[src/rtl/mux_n_to_1_pipe.sv]
// Registered N:1 word selector with valid/ready handshake and a skid register.
// Out-of-range selects fall back to DEFAULT_IDX, are flagged per beat and counted.
module mux_n_to_1_pipe #(
    parameter int WIDTH       = 32,
    parameter int NUM_IN      = 3,
    parameter int SEL_W       = 2,
    parameter int DEFAULT_IDX = 0,
    parameter int CNT_W       = 8
) (
    input  logic                    clk,
    input  logic                    rst,
    input  logic [NUM_IN*WIDTH-1:0] in_data,
    input  logic [SEL_W-1:0]        in_sel,
    input  logic                    in_valid,
    output logic                    in_ready,
    output logic [WIDTH-1:0]        out_data,
    output logic                    out_oob,
    output logic                    out_valid,
    input  logic                    out_ready,
    input  logic                    clr_err,
    output logic                    sticky_err,
    output logic [CNT_W-1:0]        err_count
);

    logic             skid_valid;
    logic [WIDTH-1:0] skid_data;
    logic             skid_oob;
    logic [WIDTH-1:0] sel_word;
    logic             sel_oob;
    logic             accept;
    logic             advance;

    // Only the skid flag gates in_ready, so out_ready never reaches upstream.
    assign in_ready = !rst && !skid_valid;
    assign accept   = in_valid && in_ready;
    assign advance  = !out_valid || out_ready;

    always_comb begin
        sel_word = in_data[DEFAULT_IDX*WIDTH +: WIDTH];
        sel_oob  = 1'b1;
        for (int k = 0; k < NUM_IN; k++) begin
            if (in_sel == SEL_W'(k)) begin
                sel_word = in_data[k*WIDTH +: WIDTH];
                sel_oob  = 1'b0;
            end
        end
    end

    always_ff @(posedge clk) begin
        if (rst) begin
            out_valid  <= 1'b0;
            out_data   <= '0;
            out_oob    <= 1'b0;
            skid_valid <= 1'b0;
            skid_data  <= '0;
            skid_oob   <= 1'b0;
            sticky_err <= 1'b0;
            err_count  <= '0;
        end else begin
            if (advance) begin
                // Skid beat is older than anything arriving now, so it drains first.
                if (skid_valid) begin
                    out_valid  <= 1'b1;
                    out_data   <= skid_data;
                    out_oob    <= skid_oob;
                    skid_valid <= 1'b0;
                end else if (accept) begin
                    out_valid <= 1'b1;
                    out_data  <= sel_word;
                    out_oob   <= sel_oob;
                end else begin
                    out_valid <= 1'b0;
                end
            end else if (accept) begin
                skid_valid <= 1'b1;
                skid_data  <= sel_word;
                skid_oob   <= sel_oob;
            end

            if (clr_err) begin
                sticky_err <= 1'b0;
                err_count  <= '0;
            end else if (accept && sel_oob) begin
                sticky_err <= 1'b1;
                if (err_count != '1)
                    err_count <= err_count + 1'b1;
            end
        end
    end

endmodule

[config.mk]
export PLATFORM = sky130hd
export DESIGN_NAME = mux_n_to_1_pipe
export DESIGN_NICKNAME = d
export VERILOG_FILES = /design/src/rtl/mux_n_to_1_pipe.sv
export SDC_FILE = /design/constraint.sdc
export NUM_CORES = 1
export LEC_CHECK = 0
export CORE_ASPECT_RATIO = 0.8
export CORE_MARGIN = 2
export CORE_UTILIZATION = 49
export CTS_BUF_LIST = sky130_fd_sc_hd__clkbuf_4 sky130_fd_sc_hd__clkbuf_8 sky130_fd_sc_hd__clkbuf_16
export DETAILED_ROUTE_END_ITERATION = 8
export GPL_TIMING_DRIVEN = 0
export PLACE_DENSITY = 0.89
export SYNTH_ARGS = -nofsm -noshare
export SYNTH_HDL_FRONTEND = slang
export SYNTH_SLANG_ARGS = --single-unit
[constraint.sdc]
create_clock -name clk -period 2.4 [get_ports clk]
set_clock_uncertainty 0.05 [all_clocks]
set_input_delay 0.24 -clock clk [delete_from_list [all_inputs] [get_ports clk]]
set_output_delay 0.24 -clock clk [all_outputs]
set_load 0.02 [all_outputs]
**Yosys cells after proc, flatten, opt, wreduce, memory -nomap -nowiden**

Cells that the tools add are included.

- Bits in registers: 77
- Input bits: 103
- Output and inout bits: 44
- Word-level logic and storage cells: 38

- Add/sub/neg operators: 1
- Equal/unequal tests: 3
- Muxes and demuxes: 11
- Bitwise gates (word level): 1
- Reduce and logical (&&, ||, !) cells: 14

Operators by type and width:

| kind | count |
|---|---|
| 2-to-1 mux 32 bit | 4 |
| adder 8 x 1 -> 8 bit (second input constant) | 1 |
| inequality test 8 bit (second input constant) | 1 |
| 2-to-1 mux 1 bit | 7 |
| AND reduction 2 bit | 3 |
| OR reduction 2 bit | 2 |
| logical AND 1 bit | 3 |
| zero test 1 bit | 3 |
| equality test 2 x 1 -> 1 bit (second input constant) | 1 |
| equality test 2 bit (second input constant) | 1 |
| zero test 2 bit | 1 |
| nonzero test 2 bit | 1 |
| logical OR 1 bit | 1 |
| inverter 1 bit | 1 |

**Logic depth before layout (Yosys ltp)**

Gate-level depths: netlist of the first run.

- Depth after elaboration: 6
- Depth in mapped cells: 8
- Depth with buffers taken out: 5

**Least setup slack after synthesis of the first run**

OpenSTA, ideal clock, no wires.

- Path type: input to register
- Start: input port rst
- End: register skid_data[1]
- Library setup time: 0.132 ns
- Arrival time: 1.440 ns
- Data required time: 2.218 ns
- Path slack: 0.778 ns
- Stages: 8
- Buffers on the path: 4
- Cell sequence: buf_6 -> or3b_1 -> buf_2 -> or2_1 -> buf_2 -> buf_6 -> nand2_1 -> a21oi_1

- Longest elaborated chain between the ends: 4

RTL lines:

| item | RTL line | RTL |
|---|---|---|
| start, declared | 11 | `input logic rst,` |
| zero test 1 bit | 34 | `assign in_ready = !rst && !skid_valid;` |
| logical AND 1 bit | 34 |  |
| logical AND 1 bit | 35 | `assign accept = in_valid && in_ready;` |
| AND reduction 2 bit (no line) | - |  |
| end signal, assigned | 76 | `skid_data <= sel_word;` |
| end, declared | 26 | `logic [WIDTH-1:0] skid_data;` |

Several ways; a longest one is shown, not always the timed one.
A chain may end at the register's enable or synchronous reset.

**Worst setup path in the final report of the first run**

- Start: register skid_valid
- End: output port in_ready

- Longest elaborated chain between the ends: 2

RTL lines:

| item | RTL line | RTL |
|---|---|---|
| start, declared | 25 | `logic skid_valid;` |
| start signal, assigned | 54 | `skid_valid <= 1'b0;` |
| start signal, assigned | 66 | `skid_valid <= 1'b0;` |
| start signal, assigned | 75 | `skid_valid <= 1'b1;` |
| zero test 1 bit | 34 |  |
| logical AND 1 bit | 34 |  |
| end, declared | 15 | `output logic in_ready,` |

No other way between the ends.

==> results.md, run 1 <==
- The synthesis warning total is 0.
- Measured in cells, the most critical reg-to-reg path has a length of 5.
- The max-slew violation count came to 0.
- The path category of the worst min-delay check is in2reg.
- The tree is rooted in a clkbuf_8.
- The final period utilization is 79.0%.
- The slack of the worst reg-to-reg path is 0.58 ns.
- The flow ran to the end, and the final reports show no timing, DRC or antenna violations.
- Clock tree synthesis found a total of 77 sinks.
- The net total in the final layout is 719.
- The worst-skew pair later-pin latency is 0.36 ns.
- The routed design has 11700 µm of wire.
- After clock tree synthesis, the clock-pin slew on the worst setup and hold paths is 0.07 ns.
- The mux contribution to synthesized area is 31.4%.
- The post-synthesis cell area is 4170 µm².
- The smallest clock period supported by the final layout is computed as 1.90 ns.
- Buffers inserted during clock tree synthesis total 9.
- Leaving out fill and tap cells, the most frequent cell in the layout is clkdlybuf4s50_1.
- The most used flip-flop cell after synthesis is dfxtp_1.
- In this run the core area contains 30 standard-cell rows.
- The growth of design area from synthesis to finish is 42.2%.
- In the routed design, unresolved DRC markers number 0.
- The startpoint type of the worst setup path is a register.
- The post-detailed-placement cell area is 5740 µm².
- The cell depth of the worst hold path is 4.
- From left edge to right edge, the die measures 107 µm.
- The global placement routability congestion is 0.790.
- Summing the areas of all fa, ha and maj instances in the mapped netlist gives 0.300% of the synthesized area.
- A synthesized cell averages 9.03 µm².
- The basic-gate share of the synthesized area counting and, or, nand and nor cells is 13.6%.
- After filler insertion, the fill cell instance count of the layout stands at 652.
- In the final routed layout, each cell accounts on average for 15.9 µm.
- The achievable clock frequency is 527 MHz.
- The data required time at the worst endpoint is 2.11 ns.
- The overall routing resource usage is 24.7%.
- The flip-flop and latch count after synthesis is 77.
- The count of cells resized by post-cts repair is 0.
- Summed over all cells, the static leakage comes to 0.00226 µW.
- The count of input and output buffers is 143.
- The H-tree depth is 3.
- Before antenna repair, the detailed router went through 5 iterations.
- Measured along the y axis, the die boundary spans 86.5 µm.
- The number of nets with antenna violations after routing is 0.
- Setup repair after global routing left no endpoint under its margin.
- The initial utilization of the core area, before any placement, comes to 49.9%.
- The tightest slew margin relative to the limit is 49.6%.
- The gate count after technology mapping is 462.
- STA classifies the critical path endpoint as an output port.
- The total of hold buffers inserted after clock tree synthesis is 0.
- The top-level port count is 147.
- The die covers 9270 µm².
- The core area is 8370 µm².
- The kind of critical path is reg2out.
- The sequential fraction of the synthesis area is 36.9%.
- Setup violations remaining at the end of the flow were counted as 0.
- After clock tree synthesis, the setup repair step added 0 buffers.
- The number of synthesized flops with an enable pin is 0.
- The first global-routing pass estimated 18000 µm of wire.
- Summing all non-filler instances in the final layout gives an area of 5940 µm².
- After synthesis, the largest family of logic cells by area is multiplexers.
- The number of global-route vias before repair came to 3916.
- After Yosys synthesis, XOR and XNOR cells account for 0.420% of the synthesized area.
- The buffer depth of the longest clock path is 2.
- The post-synthesis compound-gate area fraction is 11.5%.
- The TritonCTS clock tree is done.
- The number of distinct library cells after synthesis is 35.
- After global routing the overflow that remains totals 0.
- The pin count of the biggest net entering global routing is 20.
- For the pin with the worst max-slew slack, the measured transition is 0.756 ns.
- The peak fanout along the critical path is 19.
- Of the cells placed in the final design, the portion with a size suffix greater than 1 is 7.58%.
- For the worst setup path, the data arrival time is 1.61 ns.
- Counting every net in the synthesized netlist gives 566.
- The initial antenna violation count came to 0.
- The power per standard cell area is 516 nW/µm².
- Leaving out fill and tap cells, the most frequent cells in the layout are clkdlybuf4s50_1 (143), mux2i_1 (131), dfxtp_1 (77), nand2_1 (69), nor2_1 (41).
- After routing, the total negative slack on setup checks comes to 0 ns.
- The number of diodes is 0.
- The sum of net half-perimeters after detailed placement is 8820 µm.
- The starting DRC count in detailed routing is 136.
- The via-per-instance ratio is 5.44.
- The final hold violation count is 0.
- The async set-reset flop share out of synthesis is 0%.
- The worst-case IR drop observed on VDD is 272 µV.
- The count of vias placed by the detailed router is 3985.
- The number of maximum-capacitance constraint violations is 0.
[through the flow]
step                hold slack (ns)  utilization [%]  worst slack [ns]  power, µW  std cells
floorplan                     0.365                -             0.778       1770        462
global placement              0.391             68.6             0.300       2090        717
detailed placement            0.397             68.6             0.267       2120        717
CTS                           0.217             70.9             0.498       3070        732
global route                  0.257             70.9             0.426       3180        732
finish                        0.221             70.9             0.503       3060        732
[cells by family (layout without fill, tap and decap cells)]
group                      count (synthesis)  count (layout)
adders and majority gates                  1               1
AOI/OAI and AO/OA                         77              77
DFF                                       77              77
and+or+nand+nor                          132             132
buffers and inverters                     42             200
xor gates and xnor gates                   2               2
muxes                                    131             131
[cells in the mapped netlist (all sizes together) (2+ instances only)]
library cell / n / area (µm²)
nand2: 69 / 259
buf: 30 / 196
a211oi: 34 / 255
nor3: 4 / 20.0
mux2i: 131 / 1310
clkbuf: 11 / 41.3
nand4: 3 / 18.8
o21ai: 2 / 10.0
or2: 2 / 12.5
nor2b: 2 / 12.5
nor2: 42 / 160
nand3: 2 / 10.0
dfxtp: 77 / 1540
a21oi: 37 / 185
[registers in the layout, indices dropped and copies added (netlist names)]
signal / count
out_oob: 1
err_count: 8
skid_data: 32
out_valid: 1
skid_valid: 1
out_data: 32
sticky_err: 1
skid_oob: 1
[where the power goes]
group / internal (µW) / switching (µW) / total [µW]
registers: 1330 / 29.9 / 1360
logic: 384 / 343 / 727
clock network: 489 / 482 / 971
[final cells by class]
class / count / area [µm²] / area share (%)
clock buffers: 10 / 131 / 2.21
well taps: 112 / 140 / 2.36
multi-input cells: 343 / 2390 / 40.3
plain buffers: 40 / 234 / 3.94
clock inverters: 6 / 63.8 / 1.08
repair buffers: 143 / 1430 / 24.1
flip-flops and latches: 77 / 1540 / 26.0
inverters: 1 / 3.75 / 0.0632
[critical path: stages, from the launching register on]
cell and delay, ns:
dfxtp_1 0.33, buf_6 0.19, nor2_1 0.11, clkdlybuf4s50_1 0.62
[worst paths after layout]
kind | startpoint | endpoint
worst min register to register | skid_data[4] | skid_data[4]
worst max-delay path | skid_valid | in_ready
worst max register to register | skid_valid | err_count[7]
worst min-delay path | rst | sticky_err
[metal layers]
metal  track usage (%)  share of wire (%)  wire length (µm)
met2              45.0                 50              5880
met1              26.8                 39              4520
met5                 0                  0                 0
met3              8.27                8.7              1020
met4              8.74                2.0               239
No activity file was read; power rests on OpenSTA's default activity.
==> run 2: changes to the inputs <==
- CORE_UTILIZATION: 49 -> 46
- PLACE_DENSITY: 0.89 -> 0.85
- clock period: 2.4 -> 1.95 ns (I/O delays scaled with it)
==> results.md, run 2 (synthesized netlist as in run 1, its figures left out) <==
- The family with the most delay on the worst path is simple AND/OR/NAND/NOR gates.
- The post-CTS setup buffer count is 0 (unchanged).
- The arrival time of data at the critical path endpoint was 2.02 ns (+0.41 ns).
- The flow ran to the end, and the final reports show no timing, DRC or antenna violations.
- The first-pass detailed-route iteration total is 4 (-1).
- The top-level port count is 147 (unchanged).
- The chip width is 110 µm (+3.1%).
- The delay of the slowest cell on the worst path is 0.51 ns (-0.11 ns).
- STA classifies the critical path startpoint as a register.
- The number of global-route vias before repair came to 3883 (-0.84%).
- The number of nets with antenna violations after routing was 0 (unchanged).
- Walking the worst path, the cells encountered are buf_6, nor3b_2, nand4_1, or4_1, a21oi_1.
- The total of hold buffers inserted after clock tree synthesis is 0 (unchanged).
- The launch point of the worst reg-to-reg path is skid_valid.
- The total detailed-routing wirelength is 11800 µm (+0.75%).
- The final hold slack is 0.228 ns (+0.00779 ns).
- The part of the power in registers is 41.7% (-2.8 points).
- The pin count of the biggest net entering global routing came to 20 (unchanged).
- The clock period minus final worst setup slack is 1.81 ns.
- The peak ir drop on the vdd network was 480 µV (+76%).
- The end of the worst hold path is sticky_err.
- The peak fanout along the critical path is 19 (unchanged).
- For this design, the slowest cell found on the critical path is or4_1.
- The total overflow reported by the global router came to 0 (unchanged).
- The die height is 89.2 µm (+3.1%).
- The path class of the tightest hold or removal check is in2reg.
- The switching fraction of total power is 26.0% (-1.9 points).
- The register clock-pin slew on the reported worst setup and hold paths is 0.06 ns (about the same).
- The count of endpoints failing setup in the final report was 0 (unchanged).
- The cell at the root of the clock tree is clkbuf_16.
- The total CTS buffers is 9 (unchanged).
- The number of filler instances in the final layout is 745 (+14%).
- The overall routing resource usage was 23.5% (-1.2 points).
- The initial core utilization is 46.8% (-3.1 points).
- The post-route DRC violation count is 0 (unchanged).
- The slack of the worst reg-to-reg path was 0.14 ns (-0.44 ns).
- The combinational share of power is 22.1% (-1.7 points).
- The depth of the worst register-to-register path is 5 (unchanged).
- The tightest slew margin relative to the limit is 49.6% (-0.065 points).
- The worst-skew pair later-pin latency is 0.32 ns (-0.04 ns).
- The number of buffers and inverters on the critical path is 1 (-1).
- The fraction of power consumed by the clock network is 36.2% (+4.5 points).
- The measured slew at the worst slew-check pin was 0.757 ns (+0.000969 ns).
- The sum of net half-perimeters after detailed placement is 8920 µm (+1.1%).
- The cell internal power dissipation came to 2980 µW (+35%).
- The fraction of the core area covered by cells at the end of the flow is 67.3% (-3.7 points).
- In the layout the commonest cells are clkdlybuf4s50_1 (143), mux2i_1 (131), dfxtp_1 (77), nand2_1 (69), nor2_1 (41).
- The kind of critical path is reg2reg.
- The growth of design area from synthesis to finish is 43.8%.
- The global placement routability congestion is 0.877 (+11%).
- The final hold violation count is 0 (unchanged).
- The final-layout setup total negative slack is 0 ns (unchanged).
- The number of clock sinks was 77 (unchanged).
- The count of vias placed by the detailed router is 3927 (-1.5%).
- The die area came to 9850 µm² (+6.2%).
- The cell leakage power is 0.00230 µW (+1.6%).
- The net total in the final layout is 719 (unchanged).
- Setup repair after global routing left no endpoint under its margin.
- The net switching power is 1050 µW (+23%).
- The number of diodes was 0 (unchanged).
- The count of cells resized by post-cts repair is 0 (unchanged).
- The number of maximum-capacitance constraint violations is 0 (unchanged).
- The count of input and output buffers is 143 (unchanged).
- The buffer depth of the longest clock path was 2 (unchanged).
- The TritonCTS clock tree is done.
- The max-slew violation count came to 0 (unchanged).
- The achievable clock frequency is 552 MHz.
- The global-route wire length before repair came to 18700 µm (+3.6%).
- The largest registers in the layout are out_data: 32 flops, skid_data: 32 flops, err_count: 8 flops.
- The hold path startpoint is rst.
- The data required time at the worst endpoint is 2.16 ns (+0.05 ns).
- The final critical path takes up 92.9% of the cycle.
- The leading cell type in the layout, fill and taps excluded is clkdlybuf4s50_1.
- The fraction of final layout cells sized beyond drive strength 1 came to 7.28% (-0.30 points).
- The H-tree depth was 3 (unchanged).
- The via-per-instance ratio is 5.36 (-1.6%).
- The initial antenna violation count is 0 (unchanged).
- The worst setup path is captured at a register.
- The power per standard cell area is 672 nW/µm² (+30%).
- The detailed-route wire length per cell is 16.0 µm (+0.62%).
- The number of rows created at floorplan is 31 (+3.3%).
- The core area is 8920 µm² (+6.6%).
- The end of the worst register-to-register path is err_count[7].
- The cell depth of the worst hold path is 4 (unchanged).
- The starting DRC count in detailed routing is 187 (+38%).
- The final total power is 4030 µW (+32%).
-- run 2: changes by cell type in the layout (fill, tap and decap cells not counted) --
cell / before / now
clkinv_2: 2 / 3
clkinv_4: 1 / 0
clkbuf_16: 0 / 9
clkbuf_8: 9 / 0
clkinvlp_4: 2 / 0
bufinv_16: 1 / 0
clkbuf_4: 1 / 2
-- run 2: how the worst max path moves through the flow --
stage	start	to	slack, ns	depth (start not counted)
after detailed placement	in_valid	skid_data[11]	-0.13	8
after floorplan	err_count[0]	err_count[1]	0.35	5
after CTS	skid_valid	in_ready	0.14	3
final	skid_valid	err_count[7]	0.14	5
after global routing	skid_valid	err_count[7]	0.04	5
after global placement	in_valid	skid_data[8]	-0.11	8
-- run 2: power groups by stage --
stage                     Combinational, µW  Clock (µW)  Sequential [µW]
after global placement                  868           0             1710
after CTS                               896        1480             1680
after detailed placement                892           0             1720
after floorplan                         395           0             1780
after global routing                    961        1540             1690
final                                   893        1460             1680
-- run 2: layer usage --
layer / GRT usage, % / routed length, µm / up-vias / part of all wire [%]
li1: - / - / 1936 / -
met1: 27.4 / 4940 / 1835 / 42
met2: 43.4 / 5940 / 142 / 51
met3: 5.69 / 717 / 14 / 6.1
met4: 7.50 / 153 / 0 / 1.3
met5: 0 / 0 / - / 0
-- run 2: stage by stage --
stage / setup WS, ns / std cells / area [µm²]
3_3_place_gp: -0.107 / 720 / 5750
3_5_place_dp: -0.132 / 720 / 5750
4_1_cts: 0.142 / 733 / 6000
5_1_grt: 0.0409 / 733 / 6000
2_1_floorplan: 0.354 / 462 / 4170
6_report: 0.138 / 733 / 6000
-- run 2: layout make-up --
cell class / instances / area (µm²) / area share (%)
sequential: 77 / 1540 / 25.7
multi-input combinational: 343 / 2390 / 39.8
buffer: 40 / 234 / 3.90
inverter: 1 / 3.75 / 0.0626
clock inverter: 3 / 15.0 / 0.250
clock buffer: 11 / 240 / 4.00
tap: 115 / 144 / 2.40
timing repair buffer: 143 / 1430 / 23.9
-- run 2: worst register-to-register path, stage by stage (launching register included) --
cell	delay (ns)
dfxtp_1	0.32
buf_6	0.18
nor3b_2	0.33
nand4_1	0.22
or4_1	0.51
a21oi_1	0.14
==> run 3: changes to the inputs <==
- SETUP_SLACK_MARGIN: not set -> 0.2
- SKIP_LAST_GASP: not set -> 1
- SLEW_MARGIN: not set -> 30
==> results.md, run 3 (synthesized netlist as in run 1, its figures left out) <==
- The flow ran to the end, and the final reports show no timing, DRC or antenna violations.
- The chip width is 110 µm (unchanged).
- The slack of the worst reg-to-reg path is 0.25 ns (+0.11 ns).
- The overall routing resource usage is 23.6% (+0.059 points).
- The delay of the slowest cell on the worst path came to 0.40 ns (-0.11 ns).
- The total detailed-routing wirelength came to 11900 µm (+1.0%).
- The top-level port count is 147 (unchanged).
- The fraction of final layout cells sized beyond drive strength 1 was 8.53% (+1.3 points).
- The number of rows created at floorplan is 31 (unchanged).
- The number of clock sinks is 77 (unchanged).
- The cell leakage power is 0.00233 µW (+1.7%).
- Traced cell by cell, the critical path runs through or3b_4, buf_6, nor2_2, buf_4, nand2_1, a21oi_1.
- The worst setup path endpoint is skid_data[6].
- The depth of the worst register-to-register path was 6 (+1).
- The number of diodes is 0 (unchanged).
- The final hold violation count was 0 (unchanged).
- The H-tree depth came to 3 (unchanged).
- The post-detailed-placement cell area is 5750 µm² (unchanged).
- The count of endpoints failing setup in the final report is 0 (unchanged).
- The peak fanout along the critical path is 10 (-9).
- The path category of the worst min-delay check is in2reg.
- The peak ir drop on the vdd network is 481 µV (+0.12%).
- The core area is 8920 µm² (unchanged).
- The worst-skew pair later-pin latency is 0.32 ns (about the same).
- The leading cell type in the layout, fill and taps excluded is clkdlybuf4s50_1.
- The total of hold buffers inserted after clock tree synthesis is 0 (unchanged).
- The startpoint type of the worst setup path is a register.
- The power per standard cell area is 668 nW/µm² (-0.62%).
- The data required time at the worst endpoint came to 2.14 ns (-0.02 ns).
- The via-per-instance ratio is 5.31 (-0.86%).
- The net total in the final layout was 722 (+0.42%).
- The post-route DRC violation count is 0 (unchanged).
- The number of nets with antenna violations after routing is 0 (unchanged).
- The worst register-to-register path begins at skid_valid.
- The global-route wire length before repair is 18700 µm (+0.15%).
- The register clock-pin slew on the reported worst setup and hold paths is 0.05 ns (about the same).
- The detailed-route wire length per cell is 16.1 µm (+0.60%).
- The initial antenna violation count is 0 (unchanged).
- The number of global-route vias before repair is 3891 (+0.21%).
- The kind of critical path is reg2reg.
- The kind of capture point of the worst setup path is a register.
- Setup repair after global routing could not meet its margin everywhere.
- The starting DRC count in detailed routing was 191 (+2.1%).
- The number of maximum-capacitance constraint violations came to 0 (unchanged).
- The first-pass detailed-route iteration total is 4 (unchanged).
- The initial core utilization was 46.8% (unchanged).
- The count of vias placed by the detailed router is 3909 (-0.46%).
- The final hold slack is 0.230 ns (+0.00177 ns).
- The final period utilization is 87.3% (-5.6 points).
- The achievable clock frequency is 587 MHz (+6.4%).
- The total overflow reported by the global router is 0 (unchanged).
- The final-layout setup total negative slack is 0 ns (unchanged).
- The TritonCTS clock tree is done.
- The count of input and output buffers came to 143 (unchanged).
- The die area was 9850 µm² (unchanged).
- The pin count of the biggest net entering global routing is 12 (-40%).
- The end of the worst register-to-register path is skid_data[6].
- Compared with the post-synthesis result, the final layout area differs by 45.0%.
- The top cell types in the final layout, fill and taps aside, are clkdlybuf4s50_1 (141), mux2i_1 (131), dfxtp_1 (77), nand2_1 (69), nor2_1 (41).
- The fraction of the core area covered by cells at the end of the flow is 67.8% (+0.56 points).
- The max-slew violation count is 0 (unchanged).
- Tracing the worst setup path back leads to its startpoint at skid_valid.
- The cell at the root of the clock tree is clkbuf_16.
- The buffer depth of the longest clock path is 2 (unchanged).
- The post-route cell area is 6050 µm² (+0.83%).
- The largest registers in the layout are out_data: 32 flops, skid_data: 32 flops, err_count: 8 flops.
- The final total power was 4040 µW (+0.21%).
- The measured slew at the worst slew-check pin is 0.509 ns (-0.248 ns).
- The critical path's slowest cell is or3b_4.
- The clock period minus final worst setup slack was 1.70 ns (-0.110 ns).
- The total CTS buffers came to 9 (unchanged).
- The global placement routability congestion was 0.877 (unchanged).
- The sum of net half-perimeters after detailed placement came to 8920 µm (unchanged).
- The arrival time of data at the critical path endpoint is 1.90 ns (-0.12 ns).
- The tightest slew margin relative to the limit is 66.1% (+17 points).
- The die height is 89.2 µm (unchanged).
-- run 3: cell count changes in the layout (fill, tap and decap cells not counted), sizes merged --
| cell | previous run | this run |
|---|---|---|
| dlygate4sd2 | 0 | 2 |
| clkbuf | 22 | 25 |
| clkdlybuf4s50 | 143 | 141 |
-- run 3: cell type report --
| class | count | area [µm²] |
|---|---|---|
| multi-input cells | 343 | 2400 |
| clock inverters | 3 | 15.0 |
| repair buffers | 145 | 1440 |
| fillers | 743 | 2870 |
| clock buffers | 11 | 240 |
| plain buffers | 41 | 263 |
| flip-flops and latches | 77 | 1540 |
| well taps | 115 | 144 |
| inverters | 1 | 3.75 |
-- run 3: what timing repair did --
| item | 4_1_cts | 5_1_grt |
|---|---|---|
| gates resized for setup | 7 | 10 |
| gates cloned | 0 | 0 |
| pin swaps | 0 | 3 |
| endpoints found under the hold margin | 0 | 0 |
| endpoints found under the setup margin | 25 | 60 |
| buffers inserted | 0 | 2 |
-- run 3: how the worst min path moves through the flow --
stage / startpoint / to / slack [ns] / cells past startpoint
3_5_place_dp: skid_data[23] / skid_data[23] / 0.40 / 2
5_1_grt: rst / sticky_err / 0.27 / 4
6_report: rst / sticky_err / 0.23 / 4
3_3_place_gp: skid_data[7] / skid_data[7] / 0.39 / 2
4_1_cts: rst / sticky_err / 0.21 / 4
2_1_floorplan: in_valid / skid_valid / 0.32 / 2
-- run 3: per-stage QoR --
step / setup WS (ns) / cells
floorplan: 0.354 / 462
global placement: -0.107 / 720
detailed placement: -0.132 / 720
CTS: 0.218 / 734
global route: 0.173 / 736
finish: 0.247 / 736
-- run 3: report_power, final --
part | internal [µW] | leakage, µW | switching (µW)
clock | 868 | 0.000132 | 592
sequential | 1640 | 0.000628 | 38.4
combinational | 477 | 0.00157 | 423
total | 2990 | 0.00233 | 1050
-- run 3: layer usage --
layer | wire (µm) | share of wire (%) | vias to the layer above | GRT usage [%]
met5 | 0 | 0 | - | 0
met4 | 142 | 1.2 | 0 | 7.50
met2 | 6030 | 51 | 128 | 43.7
li1 | - | - | 1944 | -
met3 | 683 | 5.8 | 13 | 5.69
met1 | 5020 | 42 | 1824 | 27.4
-- run 3: critical path, delay by kind of cell (launching register included) --
| kind | cells | cell delay [ns] |
|---|---|---|
| AND/OR/NAND/NOR | 3 | 0.74 |
| buffers and inverters | 2 | 0.37 |
| flip-flops | 1 | 0.31 |
| AO/OA/AOI/OAI | 1 | 0.15 |
